`src/rtl/uart_tx_arbiter_if.sv`:
```
// Producer/transmitter-side signal bundle for uart_tx_arbiter.
// Handshake: a byte moves on the rising edge where req_valid[i] && req_ready[i].
interface uart_tx_arbiter_if #(
    parameter int NUM_REQ = 4
);
    localparam int ID_W = $clog2(NUM_REQ);

    logic [NUM_REQ-1:0]   req_valid;
    logic [NUM_REQ*8-1:0] req_data;
    logic [NUM_REQ-1:0]   req_ready;
    logic [ID_W-1:0]      grant_id;
    logic                 tx_start;
    logic [7:0]           tx_data;
    logic                 tx_busy;
    logic                 tx_done;
    logic                 busy;
    logic                 timeout_err;
    logic                 err_clr;
    logic [1:0]           state_dbg;

    modport slave (
        input  req_valid, req_data, tx_busy, tx_done, err_clr,
        output req_ready, grant_id, tx_start, tx_data, busy, timeout_err, state_dbg
    );

    modport master (
        output req_valid, req_data, tx_busy, tx_done, err_clr,
        input  req_ready, grant_id, tx_start, tx_data, busy, timeout_err, state_dbg
    );
endinterface

```
`src/rtl/uart_tx_arbiter.sv`:
```
// Round-robin sharing of one UART transmitter among NUM_REQ byte producers,
// with a start/busy/done sequencer and a sticky watchdog error.
module uart_tx_arbiter #(
    parameter int NUM_REQ        = 4,
    parameter int TIMEOUT_CYCLES = 4096
) (
    input  logic             clk,
    input  logic             srst_n,
    uart_tx_arbiter_if.slave bus
);
    localparam int ID_W  = $clog2(NUM_REQ);
    localparam int CNT_W = $clog2(TIMEOUT_CYCLES + 1);
    localparam logic [CNT_W-1:0] CNT_MAX  = CNT_W'(TIMEOUT_CYCLES);
    localparam logic [CNT_W-1:0] CNT_LAST = CNT_W'(TIMEOUT_CYCLES - 1);
    localparam logic [ID_W-1:0]  ID_LAST  = ID_W'(NUM_REQ - 1);

    typedef enum logic [1:0] {
        ST_IDLE  = 2'd0,
        ST_START = 2'd1,
        ST_WAIT  = 2'd2
    } state_e;

    state_e             state_q, state_d;
    logic [ID_W-1:0]    ptr_q, ptr_d;
    logic [ID_W-1:0]    grant_q, grant_d;
    logic               tx_start_q, tx_start_d;
    logic [7:0]         tx_data_q, tx_data_d;
    logic [CNT_W-1:0]   cnt_q, cnt_d;
    logic               timeout_err_q, timeout_err_d;

    logic               sel_found;
    logic [ID_W-1:0]    sel_idx;
    logic [7:0]         sel_data;
    logic [NUM_REQ-1:0] ready;
    logic               accept;
    logic               in_xfer;
    logic               timeout_hit;
    logic [CNT_W-1:0]   cnt_inc;
    logic [ID_W-1:0]    ptr_next;

    // Rotating priority search starting at ptr; walking offsets downward leaves
    // the smallest matching offset as the final assignment.
    always_comb begin : p_select
        int              idx;
        logic [ID_W-1:0] idx_w;
        idx       = 0;
        idx_w     = '0;
        sel_found = 1'b0;
        sel_idx   = '0;
        for (int off = NUM_REQ - 1; off >= 0; off--) begin
            idx = int'(ptr_q) + off;
            if (idx >= NUM_REQ) begin
                idx = idx - NUM_REQ;
            end
            idx_w = ID_W'(idx);
            if (bus.req_valid[idx_w]) begin
                sel_found = 1'b1;
                sel_idx   = idx_w;
            end
        end
    end

    assign sel_data    = bus.req_data[{sel_idx, 3'b000} +: 8];
    assign accept      = |(ready & bus.req_valid);
    assign in_xfer     = (state_q == ST_START) || (state_q == ST_WAIT);
    assign timeout_hit = in_xfer && (cnt_q == CNT_LAST);
    assign cnt_inc     = (cnt_q == CNT_MAX) ? cnt_q : cnt_q + 1'b1;
    assign ptr_next    = (grant_q == ID_LAST) ? '0 : grant_q + 1'b1;

    always_ff @(posedge clk or negedge srst_n) begin
        if (!srst_n) begin
            state_q       <= ST_IDLE;
            ptr_q         <= '0;
            grant_q       <= '0;
            tx_start_q    <= 1'b0;
            tx_data_q     <= '0;
            cnt_q         <= '0;
            timeout_err_q <= 1'b0;
        end else begin
            state_q       <= state_d;
            ptr_q         <= ptr_d;
            grant_q       <= grant_d;
            tx_start_q    <= tx_start_d;
            tx_data_q     <= tx_data_d;
            cnt_q         <= cnt_d;
            timeout_err_q <= timeout_err_d;
        end
    end

    // tx_done takes priority over the watchdog, which takes priority over tx_busy.
    always_comb begin : p_next_state
        state_d = state_q;
        case (state_q)
            ST_IDLE: begin
                if (accept) begin
                    state_d = ST_START;
                end
            end
            ST_START: begin
                if (bus.tx_done || timeout_hit) begin
                    state_d = ST_IDLE;
                end else if (bus.tx_busy) begin
                    state_d = ST_WAIT;
                end
            end
            ST_WAIT: begin
                if (bus.tx_done || timeout_hit) begin
                    state_d = ST_IDLE;
                end
            end
            default: state_d = ST_IDLE;
        endcase
    end

    always_comb begin : p_datapath
        ptr_d         = ptr_q;
        grant_d       = grant_q;
        tx_start_d    = tx_start_q;
        tx_data_d     = tx_data_q;
        cnt_d         = cnt_q;
        timeout_err_d = bus.err_clr ? 1'b0 : timeout_err_q;
        if (state_q == ST_IDLE) begin
            if (accept) begin
                grant_d    = sel_idx;
                tx_data_d  = sel_data;
                tx_start_d = 1'b1;
                cnt_d      = '0;
            end
        end else if (in_xfer) begin
            cnt_d = cnt_inc;
            if (bus.tx_done) begin
                tx_start_d = 1'b0;
                ptr_d      = ptr_next;
            end else if (timeout_hit) begin
                tx_start_d    = 1'b0;
                ptr_d         = ptr_next;
                timeout_err_d = 1'b1;
            end else if (bus.tx_busy) begin
                tx_start_d = 1'b0;
            end
        end
    end

    // req_ready looks only at req_valid and registered state, never at tx_* inputs.
    always_comb begin : p_outputs
        ready = '0;
        if (srst_n && (state_q == ST_IDLE)) begin
            ready[sel_idx] = sel_found;
        end
    end

    assign bus.req_ready   = ready;
    assign bus.grant_id    = grant_q;
    assign bus.tx_start    = tx_start_q;
    assign bus.tx_data     = tx_data_q;
    assign bus.busy        = (state_q != ST_IDLE);
    assign bus.timeout_err = timeout_err_q;
    assign bus.state_dbg   = state_q;
endmodule

```
`src/flat_wrapper.sv`:
```
// flat-port wrapper written by rule: the top's interface ports become plain ports
module uart_tx_arbiter_flat 
#(
    parameter int NUM_REQ        = 4,
    parameter int TIMEOUT_CYCLES = 4096
)
  (clk, srst_n, bus_req_valid, bus_req_data, bus_tx_busy, bus_tx_done, bus_err_clr, bus_req_ready, bus_grant_id, bus_tx_start, bus_tx_data, bus_busy, bus_timeout_err, bus_state_dbg);
  uart_tx_arbiter_if #(.NUM_REQ(NUM_REQ)) bus_i ();
  input  logic clk;
  input  logic srst_n;
  input wire logic [$bits(bus_i.req_valid)-1:0] bus_req_valid;
  input wire logic [$bits(bus_i.req_data)-1:0] bus_req_data;
  input wire logic [$bits(bus_i.tx_busy)-1:0] bus_tx_busy;
  input wire logic [$bits(bus_i.tx_done)-1:0] bus_tx_done;
  input wire logic [$bits(bus_i.err_clr)-1:0] bus_err_clr;
  output wire logic [$bits(bus_i.req_ready)-1:0] bus_req_ready;
  output wire logic [$bits(bus_i.grant_id)-1:0] bus_grant_id;
  output wire logic [$bits(bus_i.tx_start)-1:0] bus_tx_start;
  output wire logic [$bits(bus_i.tx_data)-1:0] bus_tx_data;
  output wire logic [$bits(bus_i.busy)-1:0] bus_busy;
  output wire logic [$bits(bus_i.timeout_err)-1:0] bus_timeout_err;
  output wire logic [$bits(bus_i.state_dbg)-1:0] bus_state_dbg;
  assign bus_i.req_valid = bus_req_valid;
  assign bus_i.req_data = bus_req_data;
  assign bus_i.tx_busy = bus_tx_busy;
  assign bus_i.tx_done = bus_tx_done;
  assign bus_i.err_clr = bus_err_clr;
  assign bus_req_ready = bus_i.req_ready;
  assign bus_grant_id = bus_i.grant_id;
  assign bus_tx_start = bus_i.tx_start;
  assign bus_tx_data = bus_i.tx_data;
  assign bus_busy = bus_i.busy;
  assign bus_timeout_err = bus_i.timeout_err;
  assign bus_state_dbg = bus_i.state_dbg;
  uart_tx_arbiter #(.NUM_REQ(NUM_REQ), .TIMEOUT_CYCLES(TIMEOUT_CYCLES)) u_core (.clk(clk), .srst_n(srst_n), .bus(bus_i));
endmodule
```
`config.mk`:
```
export PLATFORM = sky130hd
export DESIGN_NAME = uart_tx_arbiter_flat
export DESIGN_NICKNAME = d
export VERILOG_FILES = /design/src/rtl/uart_tx_arbiter_if.sv /design/src/rtl/uart_tx_arbiter.sv /design/src/flat_wrapper.sv
export SDC_FILE = /design/constraint.sdc
export NUM_CORES = 1
export LEC_CHECK = 0
export ABC_CLOCK_PERIOD_IN_PS = 1680
export CELL_PAD_IN_SITES_DETAIL_PLACEMENT = 1
export CELL_PAD_IN_SITES_GLOBAL_PLACEMENT = 1
export CORE_UTILIZATION = 31
export CTS_CLUSTER_DIAMETER = 50
export DETAILED_ROUTE_END_ITERATION = 16
export GPL_ROUTABILITY_DRIVEN = 0
export PLACE_DENSITY = 0.79
export REMOVE_ABC_BUFFERS = 1
export SYNTH_ARGS = -nofsm -noshare
export SYNTH_HDL_FRONTEND = slang
export SYNTH_SLANG_ARGS = --single-unit
```
`constraint.sdc`:
```
create_clock -name clk -period 1.68 [get_ports clk]
set_input_delay 0.252 -clock clk [delete_from_list [all_inputs] [get_ports clk]]
set_output_delay 0.252 -clock clk [all_outputs]
set_load 0.02 [all_outputs]
```
Word level (Yosys, flattened, before mapping)
Index checks and enable logic that the tools add are counted.
Storage, ports and cells
  flip-flop bits (word level): 29
  input port bits: 41
  output and inout port bits: 19
  word-level logic and storage cells: 101
Cells by class
  add/sub/neg operators: 9
  $lt $le $gt $ge: 10
  equality and inequality tests: 9
  shift-type cells: 1
  mux-type cells: 46
  bitwise operators: 3
  reductions and logical operators: 16
Operator list (number)
  2-to-1 mux 13 bit: 4
  variable part select 32 x 6 -> 8 bit: 1
  2-to-1 mux 2 bit: 15
  2-to-1 mux 1 bit: 20
  less-than comparator 2 x 3 -> 1 bit (second input constant): 5
  adder 13 x 1 -> 13 bit (second input constant): 1
  equality test 13 x 12 -> 1 bit (second input constant): 1
  equality test 13 bit (second input constant): 1
  AND reduction 3 bit: 4
  >= comparator 3 bit (second input constant): 3
  AND 4 bit: 2
  binary-select mux 1 bit (select 2 bit): 4
  subtractor 2 x 1 -> 2 bit (second input constant): 4
  adder 2 x 2 -> 3 bit (second input constant): 2
  case mux 2 bit (3 select lines): 1
  nonzero test 2 bit: 3
  equality test 2 bit (second input constant): 2
  2-to-1 mux 4 bit: 1
  inequality test 2 bit (second input constant): 2
  nonzero test 4 bit: 1
  OR reduction 4 bit: 1
  adder 2 x 1 -> 3 bit (second input constant): 1
  >= comparator 2 x 3 -> 1 bit (second input constant): 1
  logical AND 1 bit: 3
  10 further kinds: 11

Depth between registers and ports, before layout
  depth in word-level cells: 19
  gate-level depth with buffers: 9
  depth with buffers taken out: 7

Least setup slack after synthesis
OpenSTA, ideal clock, no wires.
  path kind: flip-flop to flip-flop
  from: register u_core.state_q[1] (netlist: u_core.bus.state_dbg[1])
  to: register u_core.cnt_q[4]
  setup time: 0.069 ns
  arrival: 1.937 ns
  required time: 1.611 ns
  slack: -0.326 ns
  stages on the path, launching flop included: 9
  buffers on the path: 1
  clock period less this slack: 2.006 ns
  cells stage by stage: dfrtp_1 inv_1 ha_1 clkbuf_1 inv_1 a21o_1 nand2_1 or4_1 nand3_1
Between the ends
  longest elaborated chain between the ends: 7
  elaborated cells on any way between the ends: 13
  those cells by class: 4 x eq/ne; 2 x mux; 1 x bitwise; 6 x reduce/logical
RTL lines
  start, declared: line uart_tx_arbiter.sv:23  | state_e state_q, state_d;
  start signal, assigned: line uart_tx_arbiter.sv:80  | state_q <= state_d;
  logical NOT 2 bit: line uart_tx_arbiter.sv:122, uart_tx_arbiter.sv:147
  logical AND 1 bit: line uart_tx_arbiter.sv:147  | if (srst_n && (state_q == ST_IDLE)) begin
  2-to-1 mux 4 bit: line uart_tx_arbiter.sv:147
  AND 4 bit: line uart_tx_arbiter.sv:64  | assign accept = |(ready & bus.req_valid);
  OR reduction 4 bit: line uart_tx_arbiter.sv:64
  inequality test 2 x 1 -> 1 bit (no source line)
  AND reduction 3 bit (no source line)
  end signal, assigned: line uart_tx_arbiter.sv:85  | cnt_q <= cnt_d;
  end, declared: line uart_tx_arbiter.sv:28  | logic [CNT_W-1:0] cnt_q, cnt_d;
Parallel ways exist; a longest one is shown, timed or not.
A chain may end at the register's enable or synchronous reset.

Worst setup path in the final report
  from: register u_core.ptr_q[1]
  to: output port bus_req_ready[3]
Between the ends
  longest elaborated chain between the ends: 15
  elaborated cells on any way between the ends: 38
  those cells by class: 7 x add/sub; 6 x order compare; 23 x mux; 1 x bitwise; 1 x reduce/logical
RTL lines
  start, declared: line uart_tx_arbiter.sv:24  | logic [ID_W-1:0] ptr_q, ptr_d;
  start signal, assigned: line uart_tx_arbiter.sv:81  | ptr_q <= ptr_d;
  adder 2 x 2 -> 3 bit: line uart_tx_arbiter.sv:51  | idx = int'(ptr_q) + off;
  >= comparator 3 bit or subtractor 2 x 1 -> 2 bit (tied branches): line uart_tx_arbiter.sv:52, uart_tx_arbiter.sv:53
  2-to-1 mux 2 bit: line uart_tx_arbiter.sv:52  | if (idx >= NUM_REQ) begin
  binary-select mux 1 bit (select 2 bit): line uart_tx_arbiter.sv:56  | if (bus.req_valid[idx_w]) begin
  2-to-1 mux 1 bit (not written as such): line uart_tx_arbiter.sv:56
  2-to-1 mux 2 bit (4 in series): line uart_tx_arbiter.sv:56
  less-than comparator 2 x 3 -> 1 bit (not written as such) or >= comparator 2 x 1 -> 1 bit (tied branches): line uart_tx_arbiter.sv:148  | ready[sel_idx] = sel_found;
  logical AND 1 bit (not written as such): line uart_tx_arbiter.sv:148
  2-to-1 mux 1 bit (not written as such): line uart_tx_arbiter.sv:148
  demux 1 bit (select 2 bit)
  AND 4 bit (no source line) (*)
  2-to-1 mux 4 bit (*): line uart_tx_arbiter.sv:147
  end, declared: line flat_wrapper.sv:16  | output wire logic [$bits(bus_i.req_ready)-1:0] bus_req_ready;
Every way passes the cells marked *; elsewhere a longest branch is shown, timed or not. The select of a mux whose other input is x is not followed.

==> flow_summary.yaml <==
sta:
  worst_pin_slew_ns: 0.3672
  fin_crit_sh: 1.199
  setup_viol: 25
  max_clock_freq_mhz: 496.5
  hold_slack_ns: 0.3788
  slew_headroom: 0.7533
  drv_slew: 0
  setup_slack_ns: -0.3341
  min_period_ns: 2.014
  skew_ns: 0.01274
  hold_viol: 0
  rsz0062_at_grt: "yes"
worst_setup_path:
  arrival_ns: 1.76
  startpoint_type: "flop"
  worst_setup_path_end_kind: "primary output"
  cp_max_fo: 5
  critPathKind: "reg -> out"
  worstPathRequired_ns: 1.43
floorplan:
  dieWidth_um: 79.84
  initial_utilization: 0.3309
  core-area_mm2: 0.005675
  die_area_mm2: 0.006374
  ios: 60
  rows: 27
  die_h_um: 79.84
grt:
  first_global_vias: 2321
  grt-ovfl-total: 0
  grt_pass1_wl_mm: 11.85
  grt_usage: 0.2510
  grt_max_degree: 23
  antenna_found_initial: 0
synthesis:
  ys_top_cells_by_count: "29 x dfrtp_1, 29 x nand3_1, 18 x o21ai_0"
  synth_edf_count: 0
  synthArstFlopShare: 1.000
  syn-instance-count: 200
  postSynthAreaPerCell_um2: 9.390
  synthDistinctLibCells: 43
  synth_top_area_frac: 0.3864
  ys.flop_type: "dfrtp_1"
  ys_ff_latch: 29
  yosysWarnings: 0
  synth_area_leaders: "dfrtp_1 39%, nand3_1 7.7%, o21ai_0 4.8%"
  synth_largest_area_cell: "dfrtp_1"
  syn_area_mm2: 0.001878
  ys_seq_area_frac: 0.3864
detailed_routing:
  first_pass_iters: 4
  route.vias.total: 2143
  antenna_left: 0
  drt-total-wl_mm: 7.923
  route.detailed.drc: 0
  drtIter0Drc: 46
  post_drt_via_cell_ratio: 5.384
  wl_per_cell_um: 19.91
clock_network:
  cts.sinks: 29
  htreeDepth: 2
  cts_tree: "built"
  clk_latency_ns: 0.30
  cts_root_buf: "clkbuf_8"
  holdBufCountCts: 0
  cts_made_buffers: 5
  clk_pin_slew_ns: 0.07
  cts_buffer_depth: 2
final_layout:
  drive_above_1_share: 0.4264
  synthToLayoutAreaGrowth_pct: 83.21
  fillerInstances: 637
  diodes: 0
  nNetsFinal: 373
pwr:
  power_density_mw_per_mm2: 1540
  total_power_mw: 5.300
  ir_drop_uv: 727.7
  p_leak_nw: 1.509
flow_run:
  max_cap_violations: 0
status:
  violations: "setup timing"
  status: "complete, but fails checks"
placement:
  place_hpwl_mm: 4.788
  io_buffers: 59
hold_path:
  hp-class: "in -> async"
-- final cells by class --
type | count | area (um2) | area share
Clock inverter | 2 | 37.54 | 0.01091
Multi-Input combinational cell | 156 | 1326 | 0.3855
Inverter | 8 | 32.53 | 0.009455
Tap cell | 72 | 90.09 | 0.02618
Sequential cell | 29 | 732.0 | 0.2127
Clock buffer | 6 | 82.58 | 0.02400
Timing Repair Buffer | 125 | 1140 | 0.3313
-- registers in the layout (all words and copies together), names as in the netlist --
name                    flops
u_core.bus.state_dbg        2
u_core.cnt_q               13
u_core.ptr_q                2
u_core.bus.tx_data          8
u_core.bus.timeout_err      1
u_core.bus.grant_id         2
u_core.bus.tx_start         1
-- repair_timing --
action                                  CTS  global route
pin swaps                                18            21
gates resized for setup                  85            35
setup buffers                             9            13
hold endpoints to repair                  0             0
gates cloned                              1             0
endpoints found under the setup margin   30            32
-- logic make-up (layout without fill, tap and decap cells) --
family / Yosys count / count (layout) / synth area share
compound gates: 43 / 43 / 0.1699
buf+inv: 15 / 141 / 0.03530
fa+ha+maj: 7 / 7 / 0.04663
flops: 29 / 29 / 0.3864
xor+xnor: 8 / 8 / 0.03731
simple gates: 86 / 86 / 0.2418
mux: 12 / 12 / 0.08261
-- placed cells by master, fill, tap and decap left out, types with 2 or more instances in the layout --
cell type / instances
nor2_2: 2
clkdlybuf4s50_1: 48
nor3_1: 2
a21o_1: 4
buf_4: 56
nor4_2: 2
o21ai_1: 6
buf_6: 14
clkbuf_8: 6
dlygate4sd2_1: 3
nand2_4: 2
o21ai_0: 9
o21ai_2: 4
dfrtp_1: 24
dlymetal6s2s_1: 2
o221a_1: 6
nand4_1: 2
inv_1: 3
dfrtp_2: 5
and2_4: 3
mux2_4: 8
ha_4: 3
xor2_1: 7
o221a_4: 2
nor2_1: 13
nand3_1: 23
nand3_2: 5
mux2_2: 2
nand2_1: 13
inv_2: 4
nand4b_1: 3
a21oi_1: 4
ha_1: 4
-- critical path, stage by stage, from the launching register on --
cell and delay [ns]:
dfrtp_2 0.46, buf_6 0.14, mux2i_4 0.19, a21oi_4 0.19, nand2_4 0.11, and3b_1 0.25, buf_6 0.12
-- per-layer routing --
metal,global-route usage,up-vias,share of wire
li1,-,989,-
met1,0.2754,1061,0.39
met2,0.4521,72,0.53
met3,0.05829,21,0.045
met4,0.1196,0,0.035
met5,0,-,0
-- through the flow --
step	instance area, um2	TNS, ns	utilization	instances	setup slack [ns]
after floorplan	1842	-4.659	-	193	-0.4537
after global placement	2860	-14.86	0.5040	369	-0.8926
after CTS	3244	-2.151	0.5716	386	-0.3098
after global routing	3441	-5.589	0.6063	398	-0.3779
after detailed placement	2860	-16.37	0.5040	369	-0.9397
final	3441	-3.851	0.6063	398	-0.3341
-- final timing paths --
| kind | startpoint | to | slack [ns] | cells after the start |
|---|---|---|---|---|
| max | u_core.ptr_q[1] | bus_req_ready[3] | -0.33 | 6 |
| min | srst_n | u_core.bus.tx_start | 0.38 | 2 |
| max reg2reg | u_core.ptr_q[1] | u_core.bus.tx_data[6] | -0.22 | 7 |
| min reg2reg | u_core.bus.tx_start | u_core.bus.tx_start | 0.50 | 1 |
| max in group asynchronous | srst_n | u_core.cnt_q[3] | 0.76 | 3 |
| min in group clk | u_core.bus.tx_start | u_core.bus.tx_start | 0.50 | 1 |
-- power by group --
part | internal, mW | switching, mW
sequential | 0.932 | 0.228
clock | 0.482 | 0.288
combinational | 1.77 | 1.60
No activity file was read; power rests on OpenSTA's default activity.
